**src/rtl/morse_pkg.sv**
```systemverilog
// morse_pkg: shared state encoding, code constants, default timing and the ITU Morse table.
package morse_pkg;
  typedef enum logic [2:0] {IDLE, MARK, SPACE, LGAP, WGAP} state_t;
  localparam logic [5:0] CODE_WORDSPACE = 6'd36;
  localparam logic [5:0] CODE_MAX_LEGAL = 6'd36;
  localparam int DEF_DASH_UNITS = 3;
  localparam int DEF_LGAP_UNITS = 3;
  localparam int DEF_WGAP_UNITS = 7;
  // {len[2:0], pattern[4:0]}; pattern is left-aligned so the first element sits in bit 4, 1 = dash
  localparam logic [7:0] MORSE_TABLE [36] = '{
    8'b010_01000, 8'b100_10000, 8'b100_10100, 8'b011_10000, 8'b001_00000, 8'b100_00100,
    8'b011_11000, 8'b100_00000, 8'b010_00000, 8'b100_01110, 8'b011_10100, 8'b100_01000,
    8'b010_11000, 8'b010_10000, 8'b011_11100, 8'b100_01100, 8'b100_11010, 8'b011_01000,
    8'b011_00000, 8'b001_10000, 8'b011_00100, 8'b100_00010, 8'b011_01100, 8'b100_10010,
    8'b100_10110, 8'b100_11000,
    8'b101_11111, 8'b101_01111, 8'b101_00111, 8'b101_00011, 8'b101_00001,
    8'b101_00000, 8'b101_10000, 8'b101_11000, 8'b101_11100, 8'b101_11110
  };
endpackage

```
**src/rtl/morse_rom.sv**
```systemverilog
// morse_rom: combinational character code to Morse element count and pattern.
module morse_rom
  import morse_pkg::*;
(
  input  logic [5:0] char_code,
  output logic [2:0] len,
  output logic [4:0] pattern,
  output logic       legal
);
  logic [7:0] entry;
  always_comb begin
    entry = char_code < CODE_WORDSPACE ? MORSE_TABLE[char_code] : 8'd0;
    legal = char_code <= CODE_MAX_LEGAL;
  end
  assign {len, pattern} = entry;
endmodule

```
**src/rtl/morse_sender.sv**
```systemverilog
// morse_sender: keys out one character at a time as Morse marks and gaps paced by unit ticks.
module morse_sender
  import morse_pkg::*;
#(
  parameter int DASH_UNITS = DEF_DASH_UNITS,
  parameter int LGAP_UNITS = DEF_LGAP_UNITS,
  parameter int WGAP_UNITS = DEF_WGAP_UNITS
) (
  input  logic       clk,
  input  logic       rst,
  input  logic       tick,
  input  logic       char_valid,
  input  logic [5:0] char_code,
  output logic       char_ready,
  output logic       key_out,
  output logic       busy,
  output logic       char_done,
  output logic       err
);
  state_t state;
  logic [2:0] cnt, left, len, limit;
  logic [4:0] pat, rom_pat;
  logic legal, expire;
  morse_rom u_rom (.char_code(char_code), .len(len), .pattern(rom_pat), .legal(legal));
  always_comb begin
    limit = state == MARK ? (pat[4] ? 3'(DASH_UNITS) : 3'd1) :
            state == LGAP ? 3'(LGAP_UNITS) :
            state == WGAP ? 3'(WGAP_UNITS) : 3'd1;
    expire = tick && cnt == limit - 3'd1;
  end
  assign char_ready = state == IDLE;
  assign busy = state != IDLE;
  always_ff @(posedge clk or negedge rst) begin
    if (!rst) begin
      state <= IDLE;
      cnt <= '0;
      left <= '0;
      pat <= '0;
      key_out <= 1'b0;
      char_done <= 1'b0;
      err <= 1'b0;
    end else begin
      char_done <= 1'b0;
      err <= 1'b0;
      if (state == IDLE) begin
        if (char_valid && !legal) err <= 1'b1;
        else if (char_valid && char_code == CODE_WORDSPACE) state <= WGAP;
        else if (char_valid) begin
          state <= MARK;
          key_out <= 1'b1;
          pat <= rom_pat;
          left <= len;
        end
      end else if (expire) begin
        cnt <= '0;
        case (state)
          MARK: begin
            key_out <= 1'b0;
            state <= left > 3'd1 ? SPACE : LGAP;
            pat <= pat << 1;
            left <= left - 3'd1;
          end
          SPACE: begin
            state <= MARK;
            key_out <= 1'b1;
          end
          default: begin
            state <= IDLE;
            char_done <= 1'b1;
          end
        endcase
      end else if (tick) cnt <= cnt + 3'd1;
    end
  end
endmodule

```
**config.mk**
```make
export PLATFORM = sky130hd
export DESIGN_NAME = morse_sender
export DESIGN_NICKNAME = d
export VERILOG_FILES = /design/src/rtl/morse_pkg.sv /design/src/rtl/morse_rom.sv /design/src/rtl/morse_sender.sv
export SDC_FILE = /design/constraint.sdc
export NUM_CORES = 1
export LEC_CHECK = 0
export CAP_MARGIN = 25
export CORE_ASPECT_RATIO = 0.9
export CORE_MARGIN = 4
export CORE_UTILIZATION = 55
export DETAILED_ROUTE_END_ITERATION = 7
export PLACE_DENSITY = 0.84
export SLEW_MARGIN = 15
export SYNTH_ARGS = -nofsm -noshare
export SYNTH_HDL_FRONTEND = slang
export SYNTH_HIERARCHICAL = 1
export SYNTH_SLANG_ARGS = --single-unit
```
**constraint.sdc**
```tcl
create_clock -name clk -period 3.6 [get_ports clk]
set_input_delay 0.36 -clock clk [delete_from_list [all_inputs] [get_ports clk]]
set_output_delay 0.36 -clock clk [all_outputs]
set_load 0.03 [all_outputs]
```
Word level (Yosys, flattened, before mapping)
Memory sizes are Yosys's and may differ from the RTL's.
Index checks and enable logic that the tools add are counted.
- add/subtract/negate cells: 3
- $lt $le $gt $ge: 4
- eq/ne operators: 10
- mux-type cells: 39
- bitwise operators: 2
- reductions and logical operators: 15
- operator list (kind ; number):
    $mux W3 ; 16
    $mux W5 ; 6
    $mux W8 ; 3
    $mux W1 ; 11
    $reduce_and A5 Y1 ; 2
    $ge A7 B7 Y1 const B ; 1
    $not A6 Y7 ; 1
    $eq A3 B2 Y1 const B ; 2
    $eq A6 B6 Y1 const B ; 1
    $le A6 B6 Y1 const B ; 1
    $lt A6 B6 Y1 const B ; 1
    $ne A2 B2 Y1 const B ; 3
    $reduce_bool A2 Y1 ; 3
    $reduce_bool A3 Y1 ; 2
    $sub A3 B1 Y3 const B ; 2
    $pmux W2 S2 ; 1
    $add A3 B1 Y3 const B ; 1
    $eq A3 B1 Y1 const B ; 1
    $eq A3 B3 Y1 ; 1
    $eq A3 B3 Y1 const B ; 1
    $gt A3 B1 Y1 const B ; 1
    $logic_and A1 B1 Y1 ; 3
    $logic_not A3 Y1 ; 1
    $ne A3 B2 Y1 const B ; 1
    7 further kinds ; 7
- register bits: 17
- bits in read-only memories: 512
- output and inout bits: 5
- word-level logic and storage cells: 81
- memories: 1
- memories (name ; depth ; width ; read ports ; clocked after memory_dff ; write ports ; line ; text):
    (name not given) ; 64 ; 8 ; 1 ; 0 ; 0 ; morse_rom.sv:12 ; entry = char_code < CODE_WORDSPACE ? MORSE_TABLE[char_code] : 8'd0;

Longest topological paths before layout
Gate-level depths: netlist of the first run.
- depth after elaboration: 9
- gate-level depth with buffers: 9

Modules after synthesis
The synthesis of the first run kept the hierarchy.
- by module, submodules not included (module ; times used ; cells each ; area an instance (µm²) ; sequential area each (µm²)):
    morse_sender ; 1 ; 108 ; 993.5 ; 425.4
    morse_rom ; 1 ; 84 ; 591.8 ; 0.0

Least setup slack after synthesis of the first run
No wires, ideal clock.
- path kind: input-to-reg
- start: input port char_code[0]
- end: register pat[1]
- data arrival time: 1.944 ns
- data required time: 3.475 ns
- path slack: 1.532 ns
- stages on the path: 9
- path buffers: 0
- cell sequence: inv_1 ha_1 nor2b_1 o31ai_1 nand2_1 a21oi_1 nand2_1 o31ai_4 mux2_2
- elaborated cells between the ends (all ways): 18
- RTL lines (item ; line ; text):
    start, declared ; morse_sender.sv:13 ; input logic [5:0] char_code,
    $le A6 B6 Y1 ; morse_rom.sv:13 ; legal = char_code <= CODE_MAX_LEGAL;
    named net legal ; morse_sender.sv:23 ; logic legal, expire;
    $logic_not A1 Y1 ; morse_sender.sv:46 ; if (char_valid && !legal) err <= 1'b1;
    $logic_and A1 B1 Y1 ; morse_sender.sv:46 ;
    $ne A2 B2 Y1 (no source line) ; n/a ;
    $reduce_and A5 Y1 (no source line) ; n/a ;
    end signal, assigned ; morse_sender.sv:51 ; pat <= rom_pat;
    end signal, assigned ; morse_sender.sv:60 ; pat <= pat << 1;
    end, declared ; morse_sender.sv:22 ; logic [4:0] pat, rom_pat;
The timed path passes the listed nets, and every way through them passes these cells. The select of a mux whose other input is x is not followed.
A chain may end at the register's enable or synchronous reset.

Worst setup path after layout of the first run
- start: register state[1]
- end: output port char_ready
- word-level cells in the longest chain between the ends: 1
- RTL lines (item ; line ; text):
    start, declared ; morse_sender.sv:20 ; state_t state;
    start signal, assigned ; morse_sender.sv:59 ; state <= left > 3'd1 ? SPACE : LGAP;
    $logic_not A3 Y1 ; morse_sender.sv:31 ; assign char_ready = state == IDLE;
    end, declared ; morse_sender.sv:14 ; output logic char_ready,
Every way passes these cells.

==> run metrics, run 1 <==
largest driver fanout on the critical path 14; number of enable flip-flop cells after synthesis 0; max-capacitance violation count 0; Resize count post-CTS 0; DPL Wire Length 2820 um; diode count 0; Syn Inst Count 192; number of sinks driven by the clock tree 17; total number of placement rows 18; Chip Width 64.6 um; total placed instance area 1710 um^2; Yosys Warn Count 6; residual antenna-violating net count after detailed routing 0; CTS tree done; Synth Register Bits 17; ratio of routed vias to standard cells 6.28; total setup violations reported at the end of the flow 0; slew of the pin with the lowest slew margin 791 ps; worst hold margin 507 ps; clock-pin slew of the registers on the worst-case setup and hold paths 110 ps; sequential area share after synthesis 26.8%; Post-layout nets 223; number of max-slew violations in the final report 0; distinct cell type count after synthesis 54; total leakage power 0.756 nW; Final GP Congestion 0.881; Core ar. 2750 um^2; critical path class reg2out; worst path required time 3240 ps; family of cells with the greatest summed delay on the critical path buffers and inverters; clk_lat worst skew 300 ps; Iteration-0 DRC Markers 135; Finished Core Util 63.3%; maximum number of pins on one net before global-route repair 18; leading cell type in the layout, fill and taps excluded nand2_1; final hold violation count 0; Data arrival, critical path 2570 ps; cell at the root of the clock tree clkbuf_4; chain of cells forming the critical path or3_1 -> clkinv_1 -> clkdlybuf4s50_1; synthesized area divided by synthesized cell count 8.26 um^2; total nets after synthesis 212; CP max stage delay 690 ps; Min Clock Period, post-route 2930 ps; class of the tightest hold or removal check in2async; boundary pin count 15; fraction of registers with async set or reset after synthesis 100%; Mapped Area 1590 um^2; global routing usage summed across all routing layers 21.2%; cell with the largest stage delay on the worst path clkdlybuf4s50_1; worst setup skew after layout 11.8 ps; maximum clock frequency 0.342 GHz; commonest non-fill, non-tap cells in the layout nand2_1, dfrtp_1, clkdlybuf4s50_1; Power per Cell Area 577 nW/um^2; sum of negative setup slack 0 ps; Max H-tree Level 1; relative max-transition margin 47.1%; Crit. End Element output pin; detailed-router iteration count before antenna repair 4; setup repair after global routing missed its margin no; Congestion Overflow GR 0; Total Die Area 3810 um^2; number of antenna violations at the first check in global routing 0; Routed wire per std cell 15.7 um; layout cells sized above 1 9.90%; post-CTS setup buffer count 0; Max clock buf depth 2; maximum ir drop on the vdd rail 0.469 mV; DRC violations left 0; cell area after layout 1740 um^2; part of the cycle the worst path needs 81.3%; vias after detailed routing 1520; Die Height 58.9 um; Area growth syn-to-layout 9.63%; quantity of hold-fixing buffers added after cts 0; startpoint type of the worst setup path flip-flop; number of global-route vias before repair 1437; Most used DFF post-synth dfrtp_1; first-pass GRT wire length 6410 um; total length of routed wires 3810 um; starting density of the core 57.7%; count of buffers from port buffering 14; run status completed; Worst Path Buf+Inv 2; number of clock buffers inserted by TritonCTS 3
[per-layer routing]
metal / GRT usage, % / part of all wire [%] / up-vias
met3: 6.11 / 8.0 / 14
li1: - / - / 715
met2: 33.1 / 46 / 71
met4: 7.83 / 2.0 / 0
met1: 28.2 / 44 / 720
met5: 0 / 0 / -
[synthesized netlist by cell type (6+ instances only)]
master    number  area share (%)
a211oi_1       6             2.8
a21oi_1        9             2.8
dfrtp_1       17              27
ha_1          10             7.9
inv_1         12             2.8
nand2_1       30             7.1
nand2b_1       6             2.4
nor2_1        11             2.6
o21ai_0       11             3.5
[state kept, by name, indices dropped and copies added (netlist names)]
register and cells:
pat 5, cnt 3, left 3, state 3, char_done 1, err 1, key_out 1
[logic make-up after synthesis]
group                      count (synthesis)  share of synthesized area [%]
buffers and inverters                     25                           9.07
adders and majority gates                 10                           7.89
muxes                                     10                           6.79
DFF                                       17                           26.8
AOI/OAI and AO/OA                         58                           26.4
and+or+nand+nor                           72                           23.0
[worst reg2reg max path: stages (launching register included)]
cell and delay (ps):
dfrtp_1 670, or3_1 510, clkinv_1 390, nand2_1 250, o31ai_4 150, mux2_1 350
[metrics by stage]
step | instances | setup WS [ps] | total power, W
final | 242 | 673 | 0.00100
after CTS | 242 | 690 | 0.00100
after global routing | 242 | 524 | 0.00109
after detailed placement | 238 | 552 | 0.000894
after floorplan | 192 | 1530 | 0.000751
after global placement | 238 | 708 | 0.000850
[report_power, final]
group	internal [W]	switching (W)
Clock	0.0000414	0.0000635
Sequential	0.000263	0.0000848
Combinational	0.000227	0.000323
Total	0.000531	0.000471
[final cells by class]
cell class | count | area (um^2)
multi-input cells | 150 | 1020
fillers | 240 | 1010
well taps | 40 | 50.0
clock inverters | 1 | 5.00
inverters | 13 | 48.8
clock buffers | 3 | 22.5
repair buffers | 18 | 170
flip-flops and latches | 17 | 425
[final timing paths]
kind                                 startpoint  cells past startpoint            endpoint  slack [ps]
min reg2reg                  pat[1]$_DFFE_PN0P_                      1  pat[1]$_DFFE_PN0P_         520
min                                         rst                      1       err$_DFF_PN0_         510
max in group asynchronous                   rst                      1  pat[4]$_DFFE_PN0P_        2590
max                        state[1]$_DFFE_PN0P_                      3          char_ready         670
min in group clk             pat[1]$_DFFE_PN0P_                      1  pat[1]$_DFFE_PN0P_         520
max reg2reg                state[1]$_DFFE_PN0P_                      5  pat[3]$_DFFE_PN0P_        1150
No activity file was read; power rests on OpenSTA's default activity.
==> inputs of run 2 (changes only) <==
==> constraint.sdc (replaced) <==
create_clock -name clk -period 2.8 [get_ports clk]
set_input_delay 0.28 -clock clk [delete_from_list [all_inputs] [get_ports clk]]
set_output_delay 0.28 -clock clk [all_outputs]
set_load 0.03 [all_outputs]
==> run metrics, run 2 (same netlist as run 1, synthesis figures left out) <==
total internal power 0.000698 W (+32%); Post-layout nets 228 (+2.2%); Iteration-0 DRC Markers 117 (-13%); commonest non-fill, non-tap cells in the layout nand2_1, dfrtp_1, clkdlybuf4s50_1; Congestion Overflow GR 0 (unchanged); leading cell type in the layout, fill and taps excluded nand2_1; DPL Wire Length 2880 um (+2.5%); setup slack of the critical path after layout 307 ps (-366 ps); residual antenna-violating net count after detailed routing 0 (unchanged); worst reg2reg path depth 5 (unchanged); first-pass GRT wire length 6440 um (+0.53%); number of clock buffers inserted by TritonCTS 3 (unchanged); Finished Core Util 64.6% (+1.4 points); slew of the pin with the lowest slew margin 762 ps (-29.3 ps); net switching share of the total power 46.3% (-0.76 points); worst path required time 2520 ps (-720 ps); number of global-route vias before repair 1386 (-3.5%); relative max-transition margin 49.0% (+2.0 points); starting density of the core 57.7% (unchanged); number of sinks driven by the clock tree 17 (unchanged); clk_lat worst skew 290 ps (about the same); count of buffers from port buffering 14 (unchanged); register name with the most flops pat; total leakage power 0.779 nW (+3.2%); maximum clock frequency 0.401 GHz; Total Die Area 3810 um^2 (unchanged); share of power burned in registers 34.2% (-0.5 points); total number of placement rows 18 (unchanged); Chip Width 64.6 um (unchanged); layout cells sized above 1 12.1% (+2.2 points); post-CTS setup buffer count 0 (unchanged); Resize count post-CTS 0 (unchanged); number of antenna violations at the first check in global routing 0 (unchanged); Cells after DPL 243 (+2.1%); part of the cycle the worst path needs 89.1%; class of the tightest hold or removal check in2async; Net Sw Power 0.000601 W (+28%); detailed-router iteration count before antenna repair 4 (unchanged); register-to-register setup slack 410 ps (-740 ps); maximum ir drop on the vdd rail 0.522 mV (+11%); total length of routed wires 3840 um (+0.79%); vias after detailed routing 1516 (-0.26%); diode count 0 (unchanged); run status completed; Area growth syn-to-layout 12.0%; fraction of power consumed by the clock network 9.9% (-0.6 points); largest driver fanout on the critical path 14 (unchanged); cell at the root of the clock tree clkbuf_4; global routing usage summed across all routing layers 21.5% (+0.30 points); CTS tree done; maximum number of pins on one net before global-route repair 30 (+12); critical path class reg2out; worst setup skew after layout 12.2 ps (+0.351 ps); worst setup timing slack at the placement stage 199 ps (-353 ps); final hold violation count 0 (unchanged); clock-pin slew of the registers on the worst-case setup and hold paths 100 ps (about the same); number of max-slew violations in the final report 0 (unchanged); total placed instance area 1750 um^2 (+2.2%); Routed wire per std cell 15.5 um (-1.3%); Max clock buf depth 2 (unchanged); DRC violations left 0 (unchanged); Final GP Congestion 0.862 (-2.1%); Comb power frac 55.9% (+1.0 points); worst reg2reg path endpoint pat[1]$_DFFE_PN0P_; quantity of hold-fixing buffers added after cts 0 (unchanged); Max H-tree Level 1 (unchanged); Data arrival, critical path 2210 ps (-360 ps); boundary pin count 15 (unchanged); Min Clock Period, post-route 2490 ps; Die Height 58.9 um (unchanged); setup repair after global routing missed its margin no; sum of negative setup slack 0 ps (unchanged); Crit. End Element output pin; Power per Cell Area 732 nW/um^2 (+27%); total setup violations reported at the end of the flow 0 (unchanged); max-capacitance violation count 0 (unchanged); cell area after layout 1780 um^2 (+2.2%); critical register-to-register path startpoint state[0]$_DFFE_PN0P_; flip-flop count of the largest register, all copies and words added 5 (unchanged); ratio of routed vias to standard cells 6.14 (-2.3%); startpoint type of the worst setup path flip-flop; Core ar. 2750 um^2 (unchanged); final cell count without fillers 247 (+2.1%)
run 2: how the worst max path moves through the flow:
stage,to,slack [ps],from,depth (start not counted)
after floorplan,pat[1]$_DFFE_PN0P_,810,char_code[0],9
after global placement,pat[1]$_DFFE_PN0P_,310,char_code[0],10
after detailed placement,pat[1]$_DFFE_PN0P_,200,char_code[0],10
after CTS,char_ready,310,state[1]$_DFFE_PN0P_,3
after global routing,char_ready,210,state[1]$_DFFE_PN0P_,3
final,char_ready,310,state[1]$_DFFE_PN0P_,3
run 2: critical path, stage by stage (launching register included):
cell             delay, ps
dfrtp_1                570
or3_1                  460
clkinv_1               180
clkdlybuf4s50_1        700
run 2: layout make-up:
cell class	count	area [um^2]
Sequential cell	17	425
Multi-Input combinational cell	150	1020
Fill cell	246	972
Clock inverter	1	5.00
Inverter	13	48.8
Timing Repair Buffer	23	208
Tap cell	40	50.0
Clock buffer	3	22.5
run 2: through the flow:
stage	power (W)	hold slack (ps)
finish	0.00130	423
global route	0.00141	473
floorplan	0.000966	-15.6
detailed placement	0.00117	485
CTS	0.00130	431
global placement	0.00111	468
run 2: power groups by stage:
stage	clock network, W	logic, W	registers, W
after global placement	0	0.000676	0.000436
after detailed placement	0	0.000723	0.000448
final	0.000129	0.000726	0.000444
after global routing	0.000146	0.000801	0.000460
after CTS	0.000135	0.000726	0.000442
after floorplan	0	0.000550	0.000416
run 2: routing by layer:
layer | routed length, um | track usage [%] | share of wire (%) | up-vias
met4 | 21 | 4.82 | 0.55 | 0
met5 | 0 | 0 | 0 | -
met2 | 1870 | 34.7 | 49 | 51
met3 | 216 | 4.77 | 5.6 | 4
met1 | 1730 | 29.8 | 45 | 729
li1 | - | - | - | 732
==> edit: new RTL, settings of run 1 <==
Make the reset (`rst`) synchronous in one clocked block.
--- a/src/rtl/morse_sender.sv
+++ b/src/rtl/morse_sender.sv
@@ -32,3 +32,3 @@
   assign busy = state != IDLE;
-  always_ff @(posedge clk or negedge rst) begin
+  always_ff @(posedge clk) begin
     if (!rst) begin
Function: differs if rst is asserted again (counterexample within 4 cycles, from zero or initial values and one cycle with rst low); with rst held inactive, the same outputs for 10 cycles.
==> edit against run 1 <==
- sequential cell count unchanged
- clock skew up 3.2 ps
- routed wire length down 5.9%
- setup slack gained 420 ps
- critical endpoint unchanged
- synthesized cell count increased by 7.8%
- largest cell class unchanged
- design area is 0.29% lower
- area after synthesis about the same
Power is not compared: it rests on default switching activity, and its combinational part moved more than twofold at a synthesized area within 25%.
==> edit: results (changes against run 1) <==
| Metric | Value |
|---|---|
| Syn Area/Cell | 7.66 um^2 (-7.2%) |
| Post-synth top flop | dfxtp_1 |
| M1 GR Usage | 0.324 (+0.0419) |
| Post-CTS Setup Repair Bufs | 0 (unchanged) |
| Max H-tree Level | 1 (unchanged) |
| Xor/xnor share of the synthesized area | 0.0213 (+0.0213) |
| Post-synthesis compound-gate area fraction | 0.338 (+0.0739) |
| Iteration count of the initial detailed-routing pass | 5 (+1) |
| Hold EP | pat[2]$_SDFFE_PN0P_ |
| Placed inst area | 1710 um^2 (-0.22%) |
| Routability Congestion | 0.942 (+7.0%) |
| CP arrival | 2150 ps (-420 ps) |
| Most frequent cells after synthesis | 31 x nand2_1, 19 x a21oi_1, 17 x dfxtp_1 |
| Final net count | 236 (+5.8%) |
| Worst reg2reg path endpoint | pat[3]$_SDFFE_PN0P_ |
| Mux contribution to synthesized area | 0.0252 (-0.0426) |
| RR Startpoint | state[2]$_SDFFE_PN0P_ |
| Hold WC Path Type | flop to flop |
| Ranking of synthesized cells by area | dfxtp_1 21%, ha_1 7.9%, nand2_1 7.3%, a21oi_1 6.0%, nor2_1 3.8% |
| Reg2Reg Depth | 6 (+1) |
| M2 GR Usage | 0.288 (-0.0426) |
| Pin count of the biggest net entering global routing | 20 (+2) |
| Fillcell total | 268 (+12%) |
| WHS | 494 ps (-13.3 ps) |
| Placed Cells incl. Taps | 251 (+5.5%) |
| Vias in the first global route | 1323 (-7.9%) |
| Final wirelength | 3580 um (-5.9%) |
| Async set or reset register ratio after synthesis | 0 (-1.00) |
| Register area share after synthesis | 0.215 (-0.0538) |
| Grt met3 use | 0.0420 (-0.0191) |
| Share of cells above drive strength 1 | 0.0977 (-0.00134) |
| Outcome | complete, no violations |
| Synth Area in Adders | 0.0789 (about the same) |
| CP Max Fanout | 15 (+1) |
| Via count | 1582 (+4.1%) |
| Rel. slew slack | 0.569 (+0.0978) |
| Total GRT Usage | 0.207 (-0.00582) |
| Avg WL per Cell | 14.1 um (-11%) |
| Buffers on Ports | 14 (unchanged) |
| Pre-CTS setup slack | 852 ps (+300 ps) |
| Initial DRC count | 190 (+41%) |
| Routed wl met2 | 1470 um (-16%) |
| Syn_nets | 227 (+7.1%) |
| Met3 WL post-DR | 274 um (-10%) |
| Antenna violations before repair | 0 (unchanged) |
| R2r setup slk | 1680 ps (+530 ps) |
| Hold depth | 2 |
| M1 WL | 1800 um (+7.6%) |
| DP Wirelength | 2670 um (-5.1%) |
| Max Clock Skew | 15.1 ps (+3.25 ps) |
| First-pass GRT wire length | 6280 um (-2.0%) |
## edit: cell count changes in the layout (fill, tap and decap cells not counted), sizes merged, moves of 3 or more
cell    delta
a311oi     +4
a221oi     +3
dfrtp     -17
nand2b     -5
o211ai     +4
dfxtp     +17
mux2       -6
o21ai      -3
a21oi      +8
nor2       +7
## edit: worst max path at each step
stage	slack (ps)	cells after the start	endpoint	from
5_1_grt	870	10	pat[1]$_SDFFE_PN0P_	char_code[0]
6_report	1090	4	char_ready	state[2]$_SDFFE_PN0P_
3_5_place_dp	850	10	pat[3]$_SDFFE_PN0P_	char_code[0]
3_3_place_gp	940	10	pat[3]$_SDFFE_PN0P_	char_code[0]
4_1_cts	1090	4	char_ready	state[2]$_SDFFE_PN0P_
2_1_floorplan	1660	10	left[2]$_SDFFE_PN0P_	char_code[1]
## edit: kinds of logic after synthesis
logic type / Yosys count
AOI/OAI and AO/OA: 72
xor gates and xnor gates: 3
adders and majority gates: 10
buffers and inverters: 29
DFF: 17
muxes: 4
and+or+nand+nor: 72
## edit: power groups by stage
stage / combinational, mW / clock, mW / sequential (mW)
3_3_place_gp: 0.206 / 0 / 0.222
6_report: 0.210 / 0.102 / 0.219
3_5_place_dp: 0.208 / 0 / 0.223
5_1_grt: 0.235 / 0.115 / 0.221
4_1_cts: 0.208 / 0.106 / 0.218
2_1_floorplan: 0.158 / 0 / 0.220
## edit: area by class of cell
class	instances	area, um^2	area share
well taps	40	50.0	0.0289
flip-flops and latches	17	340	0.196
repair buffers	19	178	0.103
inverters	14	52.6	0.0303
clock buffers	4	26.3	0.0152
multi-input cells	161	1090	0.627
## edit: worst reg2reg max path, delay by kind of cell, from the launching register on
family,cells,cell delay [ps]
compound gates,4,800
flops,1,410
simple gates,1,400
buf+inv,1,200
